===== config.mk =====
export PLATFORM = sky130hd
export DESIGN_NAME = instr_fetch_unit
export DESIGN_NICKNAME = d
export VERILOG_FILES = /design/src/rtl/instr_fetch_unit.sv
export SDC_FILE = /design/constraint.sdc
export NUM_CORES = 1
export LEC_CHECK = 0
export BUFFER_PORTS_ARGS = -buffer_cell sky130_fd_sc_hd__buf_2
export CORE_MARGIN = 2
export CORE_UTILIZATION = 48
export DETAILED_ROUTE_END_ITERATION = 8
export GPL_TIMING_DRIVEN = 0
export PLACE_DENSITY = 0.8
export SLEW_MARGIN = 25
export SYNTH_ARGS = -nofsm -noshare
export SYNTH_HDL_FRONTEND = slang
export SYNTH_SLANG_ARGS = --single-unit
export TNS_END_PERCENT = 1

===== constraint.sdc =====
create_clock -name clk -period 2.3 [get_ports clk]
set_input_delay 0.46 -clock clk [delete_from_list [all_inputs] [get_ports clk]]
set_output_delay 0.46 -clock clk [all_outputs]
set_load 0.02 [all_outputs]

===== src/rtl/instr_fetch_unit.sv =====
// instr_fetch_unit
//   Front end of the single-cycle core. Owns the PC, runs a req/ready +
//   rvalid handshake with instruction memory, buffers one instruction and
//   presents it to the control path pre-split into its fields. The branch
//   decision (PCSrc, pc_target) is taken only when the buffered instruction
//   is consumed.
//
// Ports
//   clk, rst                 core clock (rising edge), synchronous active-low reset
//   imem_req/imem_addr       fetch request and word-aligned byte address
//   imem_ready               memory accepts the request this cycle
//   imem_rvalid/imem_rdata   read response
//   instr_valid/instr_ready  buffered-instruction handshake with the core
//   instr, Op, funct3, funct7, rd, rs1, rs2   instruction word and its fields
//   pc_out                   PC of the buffered instruction
//   PCSrc, pc_target         next-PC select (1 = target, 0 = PC+4)
//   retire_cnt               consumed-instruction count (FETCH_RETIRE_CNT_EN only)
//
// Build option
//   FETCH_RETIRE_CNT_EN  adds the retire_cnt output and its counter.
//
// state    | meaning
// ---------+-----------------------------------------------------------
// FETCH    | request instruction at PC, wait for imem_ready
// WAIT     | request accepted, wait for imem_rvalid, then buffer it
// ISSUE    | buffered instruction offered to the core until consumed

module instr_fetch_unit #(
  parameter int                ADDR_W   = 32,
  parameter logic [ADDR_W-1:0] RESET_PC = '0
) (
  input  logic              clk,
  input  logic              rst,
  output logic              imem_req,
  output logic [ADDR_W-1:0] imem_addr,
  input  logic              imem_ready,
  input  logic              imem_rvalid,
  input  logic [31:0]       imem_rdata,
  output logic              instr_valid,
  input  logic              instr_ready,
  output logic [31:0]       instr,
  output logic [6:0]        Op,
  output logic [2:0]        funct3,
  output logic [6:0]        funct7,
  output logic [4:0]        rd,
  output logic [4:0]        rs1,
  output logic [4:0]        rs2,
  output logic [ADDR_W-1:0] pc_out,
`ifdef FETCH_RETIRE_CNT_EN
  output logic [31:0]       retire_cnt,
`endif
  input  logic              PCSrc,
  input  logic [ADDR_W-1:0] pc_target
);

  localparam logic [31:0] NOP = 32'h0000_0013;

  typedef enum logic [1:0] {
    ST_FETCH = 2'd0,
    ST_WAIT  = 2'd1,
    ST_ISSUE = 2'd2
  } state_t;

  state_t            state_q;
  logic [ADDR_W-1:0] pc_q;
  logic [ADDR_W-1:0] pc_d;
  logic [ADDR_W-1:0] pc_out_q;
  logic [31:0]       instr_q;
  logic              valid_q;
  logic              req_q;

  // Misaligned targets are silently aligned; PC+4 wraps naturally.
  always_comb begin
    pc_d = pc_q + ADDR_W'(4);
    if (PCSrc) begin
      pc_d = pc_target & ~ADDR_W'(3);
    end
  end

  // req_q is registered, so it comes up one cycle after reset release;
  // imem_ready is only honoured once the request is actually visible.
  always_ff @(posedge clk) begin
    if (!rst) begin
      state_q  <= ST_FETCH;
      pc_q     <= RESET_PC;
      pc_out_q <= RESET_PC;
      instr_q  <= NOP;
      valid_q  <= 1'b0;
      req_q    <= 1'b0;
    end else begin
      case (state_q)
        ST_FETCH: begin
          if (!req_q) begin
            req_q <= 1'b1;
          end else if (imem_ready) begin
            req_q   <= 1'b0;
            state_q <= ST_WAIT;
          end
        end
        ST_WAIT: begin
          if (imem_rvalid) begin
            instr_q  <= imem_rdata;
            pc_out_q <= pc_q;
            valid_q  <= 1'b1;
            state_q  <= ST_ISSUE;
          end
        end
        ST_ISSUE: begin
          if (instr_ready) begin
            pc_q    <= pc_d;
            valid_q <= 1'b0;
            req_q   <= 1'b1;
            state_q <= ST_FETCH;
          end
        end
        default: begin
          req_q   <= 1'b0;
          valid_q <= 1'b0;
          state_q <= ST_FETCH;
        end
      endcase
    end
  end

`ifdef FETCH_RETIRE_CNT_EN
  logic [31:0] retire_q;

  always_ff @(posedge clk) begin
    if (!rst) begin
      retire_q <= '0;
    end else if (valid_q && instr_ready) begin
      retire_q <= retire_q + 32'd1;
    end
  end

  assign retire_cnt = retire_q;
`endif

  assign imem_req    = req_q;
  assign imem_addr   = pc_q;
  assign instr_valid = valid_q;
  assign pc_out      = pc_out_q;
  assign instr       = instr_q;
  assign Op          = instr_q[6:0];
  assign rd          = instr_q[11:7];
  assign funct3      = instr_q[14:12];
  assign rs1         = instr_q[19:15];
  assign rs2         = instr_q[24:20];
  assign funct7      = instr_q[31:25];

endmodule


# Yosys cells after proc, flatten, opt, wreduce, memory -nomap -nowiden
# Index checks and enable logic that the tools add are counted.
op_classes:
  addsub: 1
  n_mul: 0
  div: 0
  order_cmp: 0
  n_reduce_logical: 6
  bitwise: 2
  n_eq_ne: 6
  n_shift: 0
  mux: 13
op_table:
  columns: ["cell", "n"]
  rows:
  - ["32-bit by 3-bit adder with 32-bit output (second input constant)", 1]
  - ["32-bit two-way mux", 1]
  - ["2-bit two-way mux", 4]
  - ["2-bit != test (second input constant)", 4]
  - ["1-bit one-hot mux with 3 select lines", 2]
  - ["2-bit one-hot mux with 3 select lines", 1]
  - ["2-bit AND reduction", 3]
  - ["1-bit two-way mux", 5]
  - ["4-bit AND reduction", 1]
  - ["3-bit AND reduction", 1]
  - ["2-bit by 1-bit == test with 1-bit output (second input constant)", 1]
  - ["2-bit == test (second input constant)", 1]
  - ["2-bit logical NOT", 1]
  - ["1-bit NOT", 2]
totals:
  output_inout_bits: 130
  elab_cells: 34
  memories: 0
  regBits: 100
  mem_bits_ro: 0
  latchBits: 0
  ramBits: 0

# Depth between registers and ports, before layout
depth:
  ltp_word: 3
  ltp_mapped: 7

# Worst setup path before layout
# No wires, ideal clock.
synth_timing:
  path_kind: "flip-flop to flip-flop"
  from: "register pc_q[2], in the netlist imem_addr[2]"
  to: "register pc_q[28], in the netlist imem_addr[28]"
  period_less_slack_ns: 2.124
  stages_incl_launch_ff: 7
  path_slack_ns: 0.176
  arrival_ns: 2.004
  n_path_buf: 1
  path_cell_list: "dfxtp_1 > ha_1 > and4_1 > clkbuf_1 > nand4_1 > o311a_1 > o31a_1"
synth_between:
  elab_chain_cells: 2
synth_lines:
  columns: ["item", "line_no", "source"]
  rows:
  - ["from (decl)", "65", "logic [ADDR_W-1:0] pc_q;"]
  - ["from (signal assigned)", "110", "pc_q <= pc_d;"]
  - ["32-bit by 3-bit adder with 32-bit output", "74", "pc_d = pc_q + ADDR_W'(4);"]
  - ["32-bit two-way mux", "75", "if (PCSrc) begin"]
# No other way between the ends.
# A chain may end at the register's enable or synchronous reset.

# Final worst setup path
layout_timing:
  from: "register state_q[1]"
  to: "register pc_q[12], in the netlist imem_addr[12]"
layout_between:
  elab_chain_cells: 2
layout_lines:
  columns: ["item", "line_no", "source"]
  rows:
  - ["from (decl)", "64", "state_t state_q;"]
  - ["from (signal assigned)", "84", "state_q <= ST_FETCH;"]
  - ["from (signal assigned)", "97", "state_q <= ST_WAIT;"]
  - ["from (signal assigned)", "105", "state_q <= ST_ISSUE;"]
  - ["2-bit == test", "91", "case (state_q)"]
  - ["2-bit AND reduction (no line)", null, null]
# No other way between the ends.

==> metrics.cfg <==
[worst_setup_path]
cp_slowest_cell = clkbuf_1
critPathArrivalTime_ns = 2.55
cp-end-kind = flip-flop
cpMostUsedCell = clkbuf_1
cp_cell_sequence = clkbuf_1 -> and3b_1 -> clkbuf_1 -> clkbuf_1 -> o21ai_0 -> a32o_1
worstPathRequired_ns = 2.56
critPathMaxStageDelay_ns = 0.48
worstSetupPathType = flip-flop to flip-flop
cp_max_fo = 10
crit_path_start_kind = flip-flop

[grt]
grt.overflow.total = 0
grt_max_degree = 15
grt_pass1_vias = 4792
antenna_found_initial = 0
grt_util_all_layers = 0.2918
grt_first_pass_wirelength_mm = 24.01

[power]
comb_power_share = 0.129
leakagePower_nw = 2.648
vdd_drop_max_mv = 0.3263
power_switching_w = 0.0008643
p_clk_frac = 0.326
p_sw_frac = 0.2738
power_w = 0.003157
power_frac_seq = 0.545
intPower_w = 0.002293
powerDensity_nw_per_um2 = 522.9

[timing]
relSlewSlack = 0.5752
finalSetupViolations = 0
rsz0062_at_grt = yes
fmax_mhz = 437.6
finalCritPeriodShare = 0.9936
worst_pin_slew_ns = 0.6372
hold_viol = 0
fin_crit_ns = 2.285
slew_viol_final = 0
fin_skew_ns = 0.009948

[finish]
drive_gt1_frac = 0.3133
n_antenna_cell = 0
stdcell_count = 963
areaGrowthSynthToFinish_pct = 27.95
layout.nets = 897
n_fill_cell = 942
multiInputGateArea_um2 = 2296
finalInstanceArea_um2 = 6037
final_cell_mix = 198 x buf_2, 155 x nand2_1, 95 x dfxtp_1, 74 x a21oi_1, 47 x clkbuf_1
final_common_cell = buf_2
seq_area_um2 = 1923

[status]
status = completed

[floorplan]
row_count = 36
ios = 200
core_um2 = 9639
die_area_um2 = 10640
die_h_um = 103.1
die-width_um = 103.1
start_util = 0.4895

[logic_synthesis]
syn-mean-instance-area_um2 = 7.598
ys_ff_latch = 96
syn_inst = 621
synth_top_cell_area_share = 0.4073
synth_ff_type = dfxtp_1
synth-async-reset-ratio = 0
synthTopCellsByArea = dfxtp_1 41%, nand2_1 12%, a21oi_1 7.8%, buf_4 5.7%, clkbuf_1 3.9%
synthesis.area_um2 = 4718
synth_edf_count = 0
yosys.area.top_type = dfxtp_1
ys_seq_area_frac = 0.4073
ys_types = 58
ys_warn_count = 0

[worst_hold_path]
hp-class = input pin to flip-flop

[clocking]
cts_tree = built
root_buffer = clkbuf_8
htree_levels = 3
cts_inserted_buffers = 9
cts_setup_buffers = 0
clkLatencyLatePin_ns = 0.37
cts_sinks = 96
ctsHoldBuffers = 0
clk_path_buf_depth = 2
clkTransAtPathRegs_ns = 0.09

[routing]
drc = 0
vias = 5407
drt.antenna.violating_nets = 0
first_pass_iters = 6
drt-wirelength-per-cell_um = 16.85
drt-total-wl_mm = 16.23
drt_iter0_markers = 411
vias_per_cell = 5.615

[placement]
hpwl_mm = 12.16
gp_congestion = 0.9746
port_buffers = 192
placed_area_um2 = 5857
dp.cells = 949

[job]
maxCapViolations = 0

==> final timing paths <==
path                                    start       endpoint  slack, ns  cells past startpoint
worst max-delay path               state_q[1]  imem_addr[12]       0.01                      6
worst min-delay path            imem_rdata[0]       instr[0]       0.32                      3
worst max register to register     state_q[1]  imem_addr[12]       0.01                      6
worst min register to register     pc_out[21]     pc_out[21]       0.46                      2
==> area by class of cell <==
cell class | count | share of cell area
inverter | 6 | 0.003731
timing repair buffer | 192 | 0.1592
clock buffer | 13 | 0.02632
multi-input combinational | 430 | 0.3803
buffer | 91 | 0.08187
tap | 133 | 0.02756
clock inverter | 2 | 0.002487
sequential | 96 | 0.3185
==> metrics by stage <==
| stage | setup WS, ns | setup TNS [ns] | util | hold WS [ns] |
|---|---|---|---|---|
| floorplan | 0.1763 | 0 | - | 0.5345 |
| global placement | -0.1695 | -0.6226 | 0.6076 | 0.4407 |
| detailed placement | -0.1810 | -0.9119 | 0.6076 | 0.4459 |
| CTS | 0.03134 | 0 | 0.6255 | 0.3125 |
| global route | -0.06562 | -0.2024 | 0.6263 | 0.3204 |
| finish | 0.01470 | 0 | 0.6263 | 0.3156 |
==> state kept, by name, indices dropped and copies added (netlist names) <==
name / cells
instr_valid: 1
state_q: 2
pc_out: 30
imem_addr: 30
imem_req: 1
instr: 32
==> Yosys cell counts (all sizes together), types with 4 or more instances <==
master  number
dfxtp       96
nor4         9
nand4       14
mux2i        5
o21ai       17
inv          6
o31a         6
or4          5
clkbuf      49
nand3       29
o211ai       4
nor2        18
nand2      155
and4         8
or3          6
nor2b        5
buf         43
a21oi       74
nor3         6
a31oi        9
==> critical path, delay by kind of cell (launching register included) <==
family / cells / cell delay, ns
compound gates: 2 / 0.54
flops: 1 / 0.31
buf+inv: 3 / 1.10
simple gates: 1 / 0.22
==> power groups by stage <==
| stage | Sequential, W | Combinational, W | Clock [W] |
|---|---|---|---|
| floorplan | 0.00179 | 0.000203 | 0 |
| global placement | 0.00176 | 0.000395 | 0 |
| detailed placement | 0.00176 | 0.000403 | 0 |
| CTS | 0.00172 | 0.000404 | 0.00103 |
| global route | 0.00173 | 0.000442 | 0.00111 |
| finish | 0.00172 | 0.000408 | 0.00103 |
==> per-layer routing <==
metal  GRT usage  wire length (µm)  up-vias
met5           0                 0        -
met4      0.1498               690        0
met3     0.06441              1510       58
met2      0.4875              7655      309
met1      0.3520              6372     2488
li1            -                 -     2552
==> kinds of logic after synthesis <==
family / count (synthesis) / share of synthesized area
AND/OR/NAND/NOR: 273 / 0.2729
AO/OA/AOI/OAI: 146 / 0.1936
buffers and inverters: 98 / 0.1098
flip-flops: 96 / 0.4073
multiplexers: 6 / 0.01299
adder cells (fa/ha/maj): 1 / 0.002651
other: 1 / 0.0007948
==> what timing repair did <==
action                     CTS  global route
setup endpoints to repair    9            15
gates resized for setup      2             5
pin swaps                    0             0
gates cloned                 0             0
Note: power is estimated with default switching activity, not from simulation.
